File: src/rtl/rom_scanner_pkg.sv
// Shared types and default geometry for the ROM scanner and its strobe timer.
package rom_scanner_pkg;

    localparam int ROM_ADDR_W   = 3;
    localparam int ROM_DATA_W   = 8;
    localparam int ROM_WAIT_CYC = 1;

    typedef enum logic [1:0] {
        ST_IDLE,
        ST_ACCESS,
        ST_PRESENT,
        ST_DONE
    } state_e;

    // A full scan adds at most 2^aw words of dw bits, so aw extra bits never overflow.
    function automatic int csum_w(input int aw, input int dw);
        return aw + dw;
    endfunction

endpackage

File: src/rtl/rom_scanner_if.sv
// ROM strobe bus plus the valid/ready word stream, seen from scanner (master) or environment (slave).
interface rom_scanner_if #(
    parameter int ADDR_W = 3,
    parameter int DATA_W = 8
) ();

    logic [ADDR_W-1:0] rom_addr;
    logic              rom_cs;
    logic              rom_rd;
    logic [DATA_W-1:0] rom_data;
    logic [DATA_W-1:0] out_data;
    logic [ADDR_W-1:0] out_addr;
    logic              out_valid;
    logic              out_ready;

    modport master (
        output rom_addr, rom_cs, rom_rd, out_data, out_addr, out_valid,
        input  rom_data, out_ready
    );

    modport slave (
        input  rom_addr, rom_cs, rom_rd, out_data, out_addr, out_valid,
        output rom_data, out_ready
    );

endinterface

File: src/rtl/rom_strobe_timer.sv
// Counts the strobe hold window down from WAIT_CYC and flags the edge on which ROM data is sampled.
module rom_strobe_timer
    import rom_scanner_pkg::*;
#(
    parameter int WAIT_CYC = ROM_WAIT_CYC
) (
    input  logic clk,
    input  logic rst_n,
    input  logic load,
    input  logic en,
    output logic sample
);

    localparam int CNT_W = (WAIT_CYC > 0) ? $clog2(WAIT_CYC + 1) : 1;

    logic [CNT_W-1:0] cnt_q;
    logic [CNT_W-1:0] cnt_d;

    always_comb begin
        cnt_d = cnt_q;
        if (load) begin
            cnt_d = CNT_W'(WAIT_CYC);
        end else if (en && (cnt_q != '0)) begin
            cnt_d = cnt_q - 1'b1;
        end
    end

    always_ff @(posedge clk or negedge rst_n) begin
        if (!rst_n) begin
            cnt_q <= '0;
        end else begin
            cnt_q <= cnt_d;
        end
    end

    assign sample = en && (cnt_q == '0);

endmodule

File: src/rtl/rom_scanner.sv
// Reads a wrapping range of ROM words, presents each on a valid/ready stream and sums them.
module rom_scanner
    import rom_scanner_pkg::*;
#(
    parameter int  ADDR_W   = ROM_ADDR_W,
    parameter int  DATA_W   = ROM_DATA_W,
    parameter int  WAIT_CYC = ROM_WAIT_CYC,
    localparam int CSUM_W   = csum_w(ADDR_W, DATA_W)
) (
    input  logic              clk,
    input  logic              rst_n,
    input  logic              start,
    input  logic [ADDR_W-1:0] start_addr,
    input  logic [ADDR_W:0]   count,
    output logic              busy,
    output logic              done,
    output logic [CSUM_W-1:0] checksum,
    rom_scanner_if.master     bus
);

    state_e            state_q,     state_d;
    logic [ADDR_W:0]   remain_q,    remain_d;
    logic [ADDR_W-1:0] rom_addr_q,  rom_addr_d;
    logic              strobe_q,    strobe_d;
    logic [DATA_W-1:0] out_data_q,  out_data_d;
    logic [ADDR_W-1:0] out_addr_q,  out_addr_d;
    logic              out_valid_q, out_valid_d;
    logic [CSUM_W-1:0] checksum_q,  checksum_d;
    logic              busy_q,      busy_d;
    logic              done_q,      done_d;
    logic              timer_load;
    logic              in_access;
    logic              sample;

    assign in_access = (state_q == ST_ACCESS);

    rom_strobe_timer #(
        .WAIT_CYC (WAIT_CYC)
    ) u_timer (
        .clk    (clk),
        .rst_n  (rst_n),
        .load   (timer_load),
        .en     (in_access),
        .sample (sample)
    );

    always_comb begin
        state_d     = state_q;
        remain_d    = remain_q;
        rom_addr_d  = rom_addr_q;
        strobe_d    = strobe_q;
        out_data_d  = out_data_q;
        out_addr_d  = out_addr_q;
        out_valid_d = out_valid_q;
        checksum_d  = checksum_q;
        timer_load  = 1'b0;
        done_d      = (state_q == ST_DONE);

        case (state_q)
            ST_IDLE: begin
                if (start) begin
                    checksum_d = '0;
                    if (count == '0) begin
                        state_d = ST_DONE;
                    end else begin
                        state_d    = ST_ACCESS;
                        rom_addr_d = start_addr;
                        remain_d   = count;
                        strobe_d   = 1'b1;
                        timer_load = 1'b1;
                    end
                end
            end
            ST_ACCESS: begin
                if (sample) begin
                    out_data_d  = bus.rom_data;
                    out_addr_d  = rom_addr_q;
                    checksum_d  = checksum_q + {{ADDR_W{1'b0}}, bus.rom_data};
                    strobe_d    = 1'b0;
                    remain_d    = remain_q - 1'b1;
                    out_valid_d = 1'b1;
                    state_d     = ST_PRESENT;
                end
            end
            ST_PRESENT: begin
                // The handshake edge also relaunches the strobes for the next word.
                if (bus.out_ready) begin
                    out_valid_d = 1'b0;
                    if (remain_q != '0) begin
                        rom_addr_d = rom_addr_q + 1'b1;
                        strobe_d   = 1'b1;
                        timer_load = 1'b1;
                        state_d    = ST_ACCESS;
                    end else begin
                        state_d = ST_DONE;
                    end
                end
            end
            ST_DONE: begin
                state_d = ST_IDLE;
            end
            default: begin
                state_d = ST_IDLE;
            end
        endcase

        // Busy stays up through the done pulse and falls on the edge after it.
        busy_d = (state_d != ST_IDLE) || (state_q == ST_DONE);
    end

    always_ff @(posedge clk or negedge rst_n) begin
        if (!rst_n) begin
            state_q     <= ST_IDLE;
            remain_q    <= '0;
            rom_addr_q  <= '0;
            strobe_q    <= 1'b0;
            out_data_q  <= '0;
            out_addr_q  <= '0;
            out_valid_q <= 1'b0;
            checksum_q  <= '0;
            busy_q      <= 1'b0;
            done_q      <= 1'b0;
        end else begin
            state_q     <= state_d;
            remain_q    <= remain_d;
            rom_addr_q  <= rom_addr_d;
            strobe_q    <= strobe_d;
            out_data_q  <= out_data_d;
            out_addr_q  <= out_addr_d;
            out_valid_q <= out_valid_d;
            checksum_q  <= checksum_d;
            busy_q      <= busy_d;
            done_q      <= done_d;
        end
    end

    assign bus.rom_addr  = rom_addr_q;
    assign bus.rom_cs    = strobe_q;
    assign bus.rom_rd    = strobe_q;
    assign bus.out_data  = out_data_q;
    assign bus.out_addr  = out_addr_q;
    assign bus.out_valid = out_valid_q;
    assign checksum      = checksum_q;
    assign busy          = busy_q;
    assign done          = done_q;

endmodule

File: src/flat_wrapper.sv
// flat-port wrapper written by rule: the top's interface ports become plain ports
module rom_scanner_flat import rom_scanner_pkg::*;
#(
    parameter int  ADDR_W   = ROM_ADDR_W,
    parameter int  DATA_W   = ROM_DATA_W,
    parameter int  WAIT_CYC = ROM_WAIT_CYC,
    localparam int CSUM_W   = csum_w(ADDR_W, DATA_W)
)
  (clk, rst_n, start, start_addr, count, busy, done, checksum, bus_rom_addr, bus_rom_cs, bus_rom_rd, bus_out_data, bus_out_addr, bus_out_valid, bus_rom_data, bus_out_ready);
  rom_scanner_if #(.ADDR_W(ADDR_W), .DATA_W(DATA_W)) bus_i ();
  input  logic clk;
  input  logic rst_n;
  input  logic start;
  input  logic [ADDR_W-1:0] start_addr;
  input  logic [ADDR_W:0] count;
  output logic busy;
  output logic done;
  output logic [CSUM_W-1:0] checksum;
  output wire logic [$bits(bus_i.rom_addr)-1:0] bus_rom_addr;
  output wire logic [$bits(bus_i.rom_cs)-1:0] bus_rom_cs;
  output wire logic [$bits(bus_i.rom_rd)-1:0] bus_rom_rd;
  output wire logic [$bits(bus_i.out_data)-1:0] bus_out_data;
  output wire logic [$bits(bus_i.out_addr)-1:0] bus_out_addr;
  output wire logic [$bits(bus_i.out_valid)-1:0] bus_out_valid;
  input wire logic [$bits(bus_i.rom_data)-1:0] bus_rom_data;
  input wire logic [$bits(bus_i.out_ready)-1:0] bus_out_ready;
  assign bus_rom_addr = bus_i.rom_addr;
  assign bus_rom_cs = bus_i.rom_cs;
  assign bus_rom_rd = bus_i.rom_rd;
  assign bus_out_data = bus_i.out_data;
  assign bus_out_addr = bus_i.out_addr;
  assign bus_out_valid = bus_i.out_valid;
  assign bus_i.rom_data = bus_rom_data;
  assign bus_i.out_ready = bus_out_ready;
  rom_scanner #(.ADDR_W(ADDR_W), .DATA_W(DATA_W), .WAIT_CYC(WAIT_CYC)) u_core (.clk(clk), .rst_n(rst_n), .start(start), .start_addr(start_addr), .count(count), .busy(busy), .done(done), .checksum(checksum), .bus(bus_i));
endmodule
File: config.mk
export PLATFORM = sky130hd
export DESIGN_NAME = rom_scanner_flat
export DESIGN_NICKNAME = d
export VERILOG_FILES = /design/src/rtl/rom_scanner_pkg.sv /design/src/rtl/rom_scanner_if.sv /design/src/rtl/rom_strobe_timer.sv /design/src/rtl/rom_scanner.sv /design/src/flat_wrapper.sv
export SDC_FILE = /design/constraint.sdc
export NUM_CORES = 1
export LEC_CHECK = 0
export CAP_MARGIN = 25
export CORE_UTILIZATION = 44
export CTS_CLUSTER_SIZE = 30
export DETAILED_ROUTE_END_ITERATION = 8
export GPL_TIMING_DRIVEN = 0
export PLACE_DENSITY = 0.76
export RECOVER_POWER = 25
export SLEW_MARGIN = 20
export SYNTH_ARGS = -nofsm -noshare
export SYNTH_HDL_FRONTEND = slang
export SYNTH_HIERARCHICAL = 1
export SYNTH_SLANG_ARGS = --single-unit
File: constraint.sdc
create_clock -name clk -period 2.05 [get_ports clk]
set_clock_uncertainty 0.15 [all_clocks]
set_input_delay 0.3075 -clock clk [delete_from_list [all_inputs] [get_ports clk]]
set_output_delay 0.3075 -clock clk [all_outputs]
set_load 0.05 [all_outputs]
Yosys cells after proc, flatten, opt, wreduce, memory -nomap -nowiden
Index checks and enable logic that the tools add are counted.

Equality and inequality tests: 8. Reduce and logical (&&, ||, !) cells: 18. Bitwise gates (word level): 1. Add/subtract/negate cells: 4. Multiplexer cells: 34.

Operators by type and width (number): $mux W11 (2); $pmux W11 S2 (1); $mux W1 (13); $mux W3 (4); $mux W4 (3); $add A11 B8 Y11 (1); $mux W2 (5); $reduce_bool A2 Y1 (5); $pmux W2 S4 (1); $pmux W4 S2 (1); $ne A2 B2 Y1 const B (3); $pmux W3 S2 (1); $reduce_and A3 Y1 (2); $reduce_and A6 Y1 (1); $reduce_and A5 Y1 (1); $eq A2 B2 Y1 const B (2); $logic_not A4 Y1 (1); $ne A2 B1 Y1 const B (2); $pmux W1 S2 (2); $reduce_and A4 Y1 (1); $reduce_bool A4 Y1 (1); $sub A4 B1 Y4 const B (1); $add A3 B1 Y3 const B (1); $pmux W1 S3 (1); 8 further kinds (9).

Word-level logic and storage cells: 76. Input bits: 19. Output and inout port bits: 30. Flip-flop bits (word level): 36.

Logic depth before layout (Yosys ltp)
Gate-level depths: netlist of run 1.

Depth in word-level cells: 6. Mapped depth: 9. Depth with buffers taken out: 8.

By module
Netlist of run 1, hierarchy kept.

Modules (own cells, without submodules): rom_scanner (times used 1, seq. area each 875.8 µm², area an instance 1885.6 µm², cells each 183); rom_strobe_timer (times used 1, seq. area each 25.0 µm², area an instance 40.0 µm², cells each 4).

Worst setup path before layout of run 1
OpenSTA, ideal clock, no wires.

Kind: flip-flop to flip-flop. Start: register u_core.checksum_q[0] (netlist: u_core/checksum[0]). End: register u_core.checksum_q[6] (netlist: u_core/checksum[6]). Stages on the path, launching flop included: 8. Library setup time: 128 ps. Clock period less this slack: 2322 ps. Setup slack: -272 ps. Arrival: 2044 ps. Path buffers: 0. Required time: 1772 ps. Path through: dfrtp_1 -> ha_1 -> fa_1 -> a211oi_1 -> o21ai_0 -> a21oi_1 -> xor2_1 -> o21ai_0.

Longest elaborated chain between the ends: 3.

Ends and longest elaborated chain: start: declaration (line rom_scanner.sv:28) `logic [CSUM_W-1:0] checksum_q, checksum_d;`; start signal: assignment (line rom_scanner.sv:131) `checksum_q <= checksum_d;`; $add A11 B8 Y11 (line rom_scanner.sv:78) `checksum_d = checksum_q + {{ADDR_W{1'b0}}, bus.rom_data};`; $mux W11 (line rom_scanner.sv:75) `if (sample) begin`; $pmux W11 S2 (line rom_scanner.sv:59) `case (state_q)`.

Every way passes these cells. The select of a mux whose other input is x is not followed. A chain may end at the register's enable or synchronous reset.

Worst setup path after layout of run 1
Start: register u_core.checksum_q[9] (netlist: u_core/checksum[9]). End: output checksum[9].

RTL lines: end: declaration (line flat_wrapper.sv:18) `output logic [CSUM_W-1:0] checksum;`.

No word-level cell between the ends.

==> results of run 1 <==
[state kept, by name, summed over array words and instances, names as in the netlist]
| signal | flops |
|---|---|
| u_core/state_q | 2 |
| u_core/remain_q | 4 |
| u_core/bus.out_data | 8 |
| u_core/u_timer/cnt_q | 1 |
| u_core/bus.out_addr | 3 |
| u_core/checksum | 11 |
| u_core/bus.rom_addr | 3 |
| u_core/done | 1 |
| u_core/bus.rom_cs | 1 |
| u_core/bus.out_valid | 1 |
| u_core/busy | 1 |
[final cells by class]
class                      count  area share
clock inverter                 2     0.01248
buffer                         6     0.01382
tap                           50     0.02229
sequential                    36      0.3232
multi-input combinational    139      0.3812
inverter                       6    0.008025
timing repair buffer          61      0.2131
clock buffer                   6     0.02586
[routing by layer]
metal,part of all wire,vias up,global-route usage
met2,0.51,43,0.3689
met3,0.046,6,0.04167
li1,-,795,-
met1,0.43,752,0.2269
met4,0.013,0,0.07813
met5,0,-,0
[metrics by stage]
step / power (W) / TNS (ps)
2_1_floorplan: 0.003301 / -12.44
3_3_place_gp: 0.004088 / -14910
3_5_place_dp: 0.004152 / -3649
4_1_cts: 0.004956 / 0
5_1_grt: 0.005380 / -113.5
6_report: 0.005055 / 0
[timing repair]
item / CTS / global route
endpoints found under the hold margin: 16 / 0
hold buffers: 1 / 0
setup buffers: 6 / 5
endpoints found under the setup margin: 16 / 10
resized for setup: 11 / 9
cloned: 0 / 0
pin swaps: 5 / 8
[cells by family (layout without fill, tap and decap cells)]
family	Yosys count	after routing	synth area share
compound gates	49	49	0.1618
xor+xnor	9	9	0.04094
fa+ha+maj	11	11	0.07537
buf+inv	12	81	0.02988
flops	36	36	0.4678
mux	14	14	0.07992
simple gates	56	56	0.1443
[power breakdown]
part	leakage, nW	switching [W]	internal (W)
sequential	0.438	0.000227	0.00104
combinational	0.711	0.00188	0.00129
clock	0.0552	0.000258	0.000361
[cells in the mapped netlist, types with 4 or more instances]
library cell	n	area, sq um
xor2_1	7	61.31
o21ai_0	20	100.1
nand3_1	4	20.02
nor2_1	14	52.55
dfrtp_1	36	900.9
inv_1	6	22.52
ha_1	10	125.1
nand2_1	17	63.81
a21oi_1	10	50.05
a21o_1	4	30.03
nand2b_1	6	37.54
mux2_2	11	123.9
[final timing paths]
kind / from / endpoint / slack (ps) / depth (start not counted)
max in group asynchronous: rst_n / u_core/checksum[4] / 500 / 2
min in group asynchronous: rst_n / u_core/checksum[2] / 560 / 2
worst max register to register: u_core/state_q[1] / u_core/remain_q[2] / 70 / 8
worst min-delay path: bus_rom_data[1] / u_core/bus.out_data[1] / 230 / 2
worst min register to register: u_core/bus.out_data[4] / u_core/bus.out_data[4] / 350 / 1
worst max-delay path: u_core/checksum[9] / checksum[9] / 50 / 1
==> run_results.csv, run 1 <==
group,metric,value,unit
detailed_routing,drtAntennaViolNets,0,
yosys,yosysSeqAreaShare,0.4678,
setup_path,cp_top_family,"buffers and inverters",
detailed_routing,dr.pass1.iters,4,
detailed_routing,wire_per_inst,13.93,um
pwr,leakage,1.205,nW
clocking,cts_inserted_buffers,5,
placement,pre_cts_ws,-422.6,ps
timing,slew-limit-headroom,0.3272,
setup_path,path_cells,"clkdlybuf4s50_1",
setup_path,critPathKind,"flop to primary output",
setup_path,cp_slowest_cell,"clkdlybuf4s50_1",
floorplan,num_rows,23,
cells_and_area,multi_input_area,1070,sq um
cells_and_area,seq_area,907.1,sq um
timing,tightest_slew,1009,ps
cells_and_area,final_cells,306,
pwr,vdd_drop_max,0.0008652,V
detailed_routing,first_iter_violations,45,
setup_path,worst_setup_path_start_kind,"flop",
floorplan,die_area,4645,sq um
grt,grt_usage,0.2020,
flow_run,cap_violations,0,
detailed_routing,remaining_drc_errors,0,
timing,finalSetupViolations,0,
setup_path,worst_setup_path_end_kind,"primary output",
cells_and_area,final_common_cell,"clkdlybuf4s50_1",
cells_and_area,syn2layout_area_growth,45.74,%
timing,fmax,499.7,MHz
cells_and_area,drive_above_1_share,0.2227,
yosys,syn_inst,187,
yosys,syn-cell-area,1926,sq um
yosys,synth_ff_type,"dfrtp_1",
setup_path,timing.critical_path.arrival,1540,ps
cells_and_area,diodes,0,
clocking,cts_tree,"done",
clocking,clock_path_buffers,2,
yosys,ys_types,43,
timing,slew_viol_final,0,
placement,postPlaceCellArea,2520,sq um
timing,holdWs,227.3,ps
cells_and_area,nFillCells,339,
clocking,path_clk_slew,70,ps
pwr,power_density,1801,nW/um^2
setup_path,cp_max_fo,3,
cells_and_area,final_area,2806,sq um
clocking,insertion_delay,300,ps
placement,dp_hpwl,3018,um
placement,io_buffers,48,
cells_and_area,mostFrequentLayoutCells,"44 x clkdlybuf4s50_1, 31 x dfrtp_1, 18 x o21ai_0",
floorplan,die_h,68.16,um
floorplan,core_area,4086,sq um
clocking,cts_root_buf,"clkbuf_8",
grt,antenna_found_initial,0,
yosys,async_flop_share,1.000,
setup_path,max_stage_delay,830,ps
timing,min_period,2001,ps
run_status,outcome,"finished, final reports clean",
timing,hold_viol,0,
clocking,h-tree-depth,2,
placement,dp.cells,286,
cells_and_area,post-route-util,0.6868,
setup_path,path_buf_inv,1,
floorplan,start_util,0.4712,
yosys,synth_nets,217,
yosys,yosysWarnings,6,
timing,finalCritPeriodShare,0.9762,
yosys,ys_ff_latch,36,
setup_path,crit_required,1590,ps
cells_and_area,nets,285,
grt,gr-total-overflow,0,
detailed_routing,viasPerCell,5.216,
detailed_routing,drt_wl_total,4264,um
yosys,syn_avg_cell_area,10.30,sq um
grt,grt_first_pass_wirelength,6782,um
yosys,synth_edf_count,0,
timing,rsz0062_at_grt,"true",
clocking,clock_sinks,36,
detailed_routing,vias,1596,
floorplan,ios,49,
placement,gp_congestion,0.7819,
worst_hold_path,hold_path.class,"input pin to flop",
floorplan,die_w,68.16,um
grt,grt_pass1_vias,1542,
grt,grt_max_degree,21,
timing,fin_ws,48.89,ps
(Power assumes the default switching activity.)
==> inputs of run 2 (changes only) <==
--- a/config.mk
+++ b/config.mk
@@ -11,7 +11,6 @@
 export DETAILED_ROUTE_END_ITERATION = 8
 export GPL_TIMING_DRIVEN = 0
 export PLACE_DENSITY = 0.76
-export RECOVER_POWER = 25
 export SLEW_MARGIN = 20
 export SYNTH_ARGS = -nofsm -noshare
 export SYNTH_HDL_FRONTEND = slang
==> constraint.sdc (replaced) <==
create_clock -name clk -period 1.75 [get_ports clk]
set_clock_uncertainty 0.15 [all_clocks]
set_input_delay 0.2625 -clock clk [delete_from_list [all_inputs] [get_ports clk]]
set_output_delay 0.2625 -clock clk [all_outputs]
set_load 0.05 [all_outputs]
==> run_results.csv, run 2 (same netlist as run 1, synthesis figures left out) <==
group,metric,value,unit
grt,grt_first_pass_wirelength,7410,um
detailed_routing,vias,1693,
floorplan,die_w,68.16,um
timing,slew_viol_final,0,
grt,antenna_found_initial,0,
pwr,vdd_drop_max,0.001088,V
setup_path,cp_max_fo,3,
grt,grt_pass1_vias,1624,
clocking,clock_path_buffers,2,
cells_and_area,diodes,0,
placement,dp_hpwl,3015,um
setup_path,r2r-end,"u_core/checksum[6]",
placement,gp_congestion,0.7936,
grt,gr-total-overflow,0,
timing,finalSetupViolations,15,
pwr,power_density,2094,nW/um^2
timing,finalCritPeriodShare,1.127,
detailed_routing,wire_per_inst,15.13,um
timing,fin_ws,-222.1,ps
timing,rsz0062_at_grt,"true",
cells_and_area,nets,301,
grt,grt_usage,0.2216,
cells_and_area,final_area,3057,sq um
detailed_routing,viasPerCell,5.258,
cells_and_area,mostFrequentLayoutCells,"31 x dlygate4sd2_1, 30 x dfrtp_1, 23 x buf_4",
clocking,cts_root_buf,"clkbuf_8",
timing,hold_viol,0,
floorplan,start_util,0.4712,
clocking,clock_sinks,36,
floorplan,core_area,4086,sq um
placement,dp.cells,286,
floorplan,die_h,68.16,um
detailed_routing,drtAntennaViolNets,0,
clocking,cts_tree,"done",
setup_path,timing.critical_path.arrival,2010,ps
cells_and_area,largest_register_ffs,11,
timing,fmax,507.1,MHz
setup_path,worst_r2r_path_depth,7,
clocking,insertion_delay,290,ps
timing,tightest_slew,498.7,ps
setup_path,critPathKind,"flop to flop",
clocking,h-tree-depth,2,
detailed_routing,remaining_drc_errors,0,
floorplan,ios,49,
timing,holdWs,224.9,ps
placement,postPlaceCellArea,2564,sq um
cells_and_area,drive_above_1_share,0.3272,
run_status,violations,"setup timing",
floorplan,num_rows,23,
detailed_routing,drt_wl_total,4872,um
timing,min_period,1972,ps
setup_path,reg2reg_slack,-220,ps
cells_and_area,final_cells,322,
cells_and_area,final_common_cell,"dlygate4sd2_1",
detailed_routing,first_iter_violations,94,
grt,grt_max_degree,26,
clocking,path_clk_slew,80,ps
worst_hold_path,hold_path.class,"input pin to asynchronous set/reset pin",
setup_path,regToRegStartpoint,"u_core/checksum[0]",
setup_path,crit_required,1780,ps
cells_and_area,syn2layout_area_growth,58.74,%
pwr,leakage,1.428,nW
placement,io_buffers,48,
setup_path,worst_setup_path_start_kind,"flop",
setup_path,worst_setup_path_end_kind,"flop",
cells_and_area,nFillCells,290,
timing,slew-limit-headroom,0.6689,
floorplan,die_area,4645,sq um
clocking,cts_inserted_buffers,5,
flow_run,cap_violations,0,
detailed_routing,dr.pass1.iters,4,
run_status,outcome,"complete, but fails checks",
[run 2: cell count changes in the layout (fill, tap and decap cells not counted), moves of 3 or more]
cell	before	now
clkdlybuf4s50_1	44	11
dlygate4sd2_1	1	31
buf_4	14	23
o21ai_0	18	10
o21ai_1	3	8
buf_8	0	4
a21oi_2	0	3
buf_12	0	3
nand2_1	17	14
o21ai_2	0	3
[run 2: critical path: stages (launching register included)]
cell	delay (ps)
dfrtp_2	440
ha_4	170
fa_2	370
a211oi_2	240
o21ai_1	90
a21oi_1	180
xor2_1	150
o21ai_1	70
[run 2: worst max path at each step]
stage                     slack [ps]               start            endpoint
after global placement          -720               rst_n  u_core/checksum[7]
after detailed placement        -610     bus_rom_data[1]  u_core/checksum[7]
after global routing            -310  u_core/checksum[1]  u_core/checksum[7]
after floorplan                 -250  u_core/checksum[0]  u_core/checksum[6]
after CTS                       -220  u_core/checksum[1]  u_core/checksum[7]
final                           -220  u_core/checksum[0]  u_core/checksum[6]
[run 2: through the flow]
stage	util	TNS [ps]	setup WS [ps]	power, W
after floorplan	-	-1773	-251.3	0.003991
after global placement	0.6237	-28740	-721.2	0.004925
after detailed placement	0.6274	-7280	-612.2	0.004997
after CTS	0.6996	-1735	-221.2	0.005994
after global routing	0.7480	-2908	-307.2	0.006802
final	0.7480	-1974	-222.1	0.006401
[run 2: power by group]
| part | switching (W) | internal [W] |
|---|---|---|
| clock | 0.000311 | 0.000423 |
| sequential | 0.000281 | 0.00122 |
| combinational | 0.00245 | 0.00171 |
| total | 0.00305 | 0.00336 |
[run 2: repair_timing]
action                                  4_1_cts  5_1_grt
resized for setup                            49       27
pin swaps                                    12       10
buffers inserted                             15       11
endpoints found under the hold margin        36        0
hold buffers                                  1        0
cloned                                        1        1
endpoints found under the setup margin       50       23
[run 2: cell type report]
type                    count  area (sq um)  area share
plain buffers               6         65.06     0.02129
clock buffers               6         72.57     0.02374
clock inverters             2         35.03     0.01146
inverters                   6         25.02    0.008187
multi-input cells         139          1151      0.3766
flip-flops and latches     36         908.4      0.2972
well taps                  50         62.56     0.02047
repair buffers             77         737.0      0.2411
[run 2: layer usage]
metal,track usage,up-vias,share of wire
li1,-,824,-
met1,0.2561,819,0.42
met2,0.3934,41,0.52
met3,0.05000,9,0.044
met4,0.08594,0,0.017
met5,0,-,0
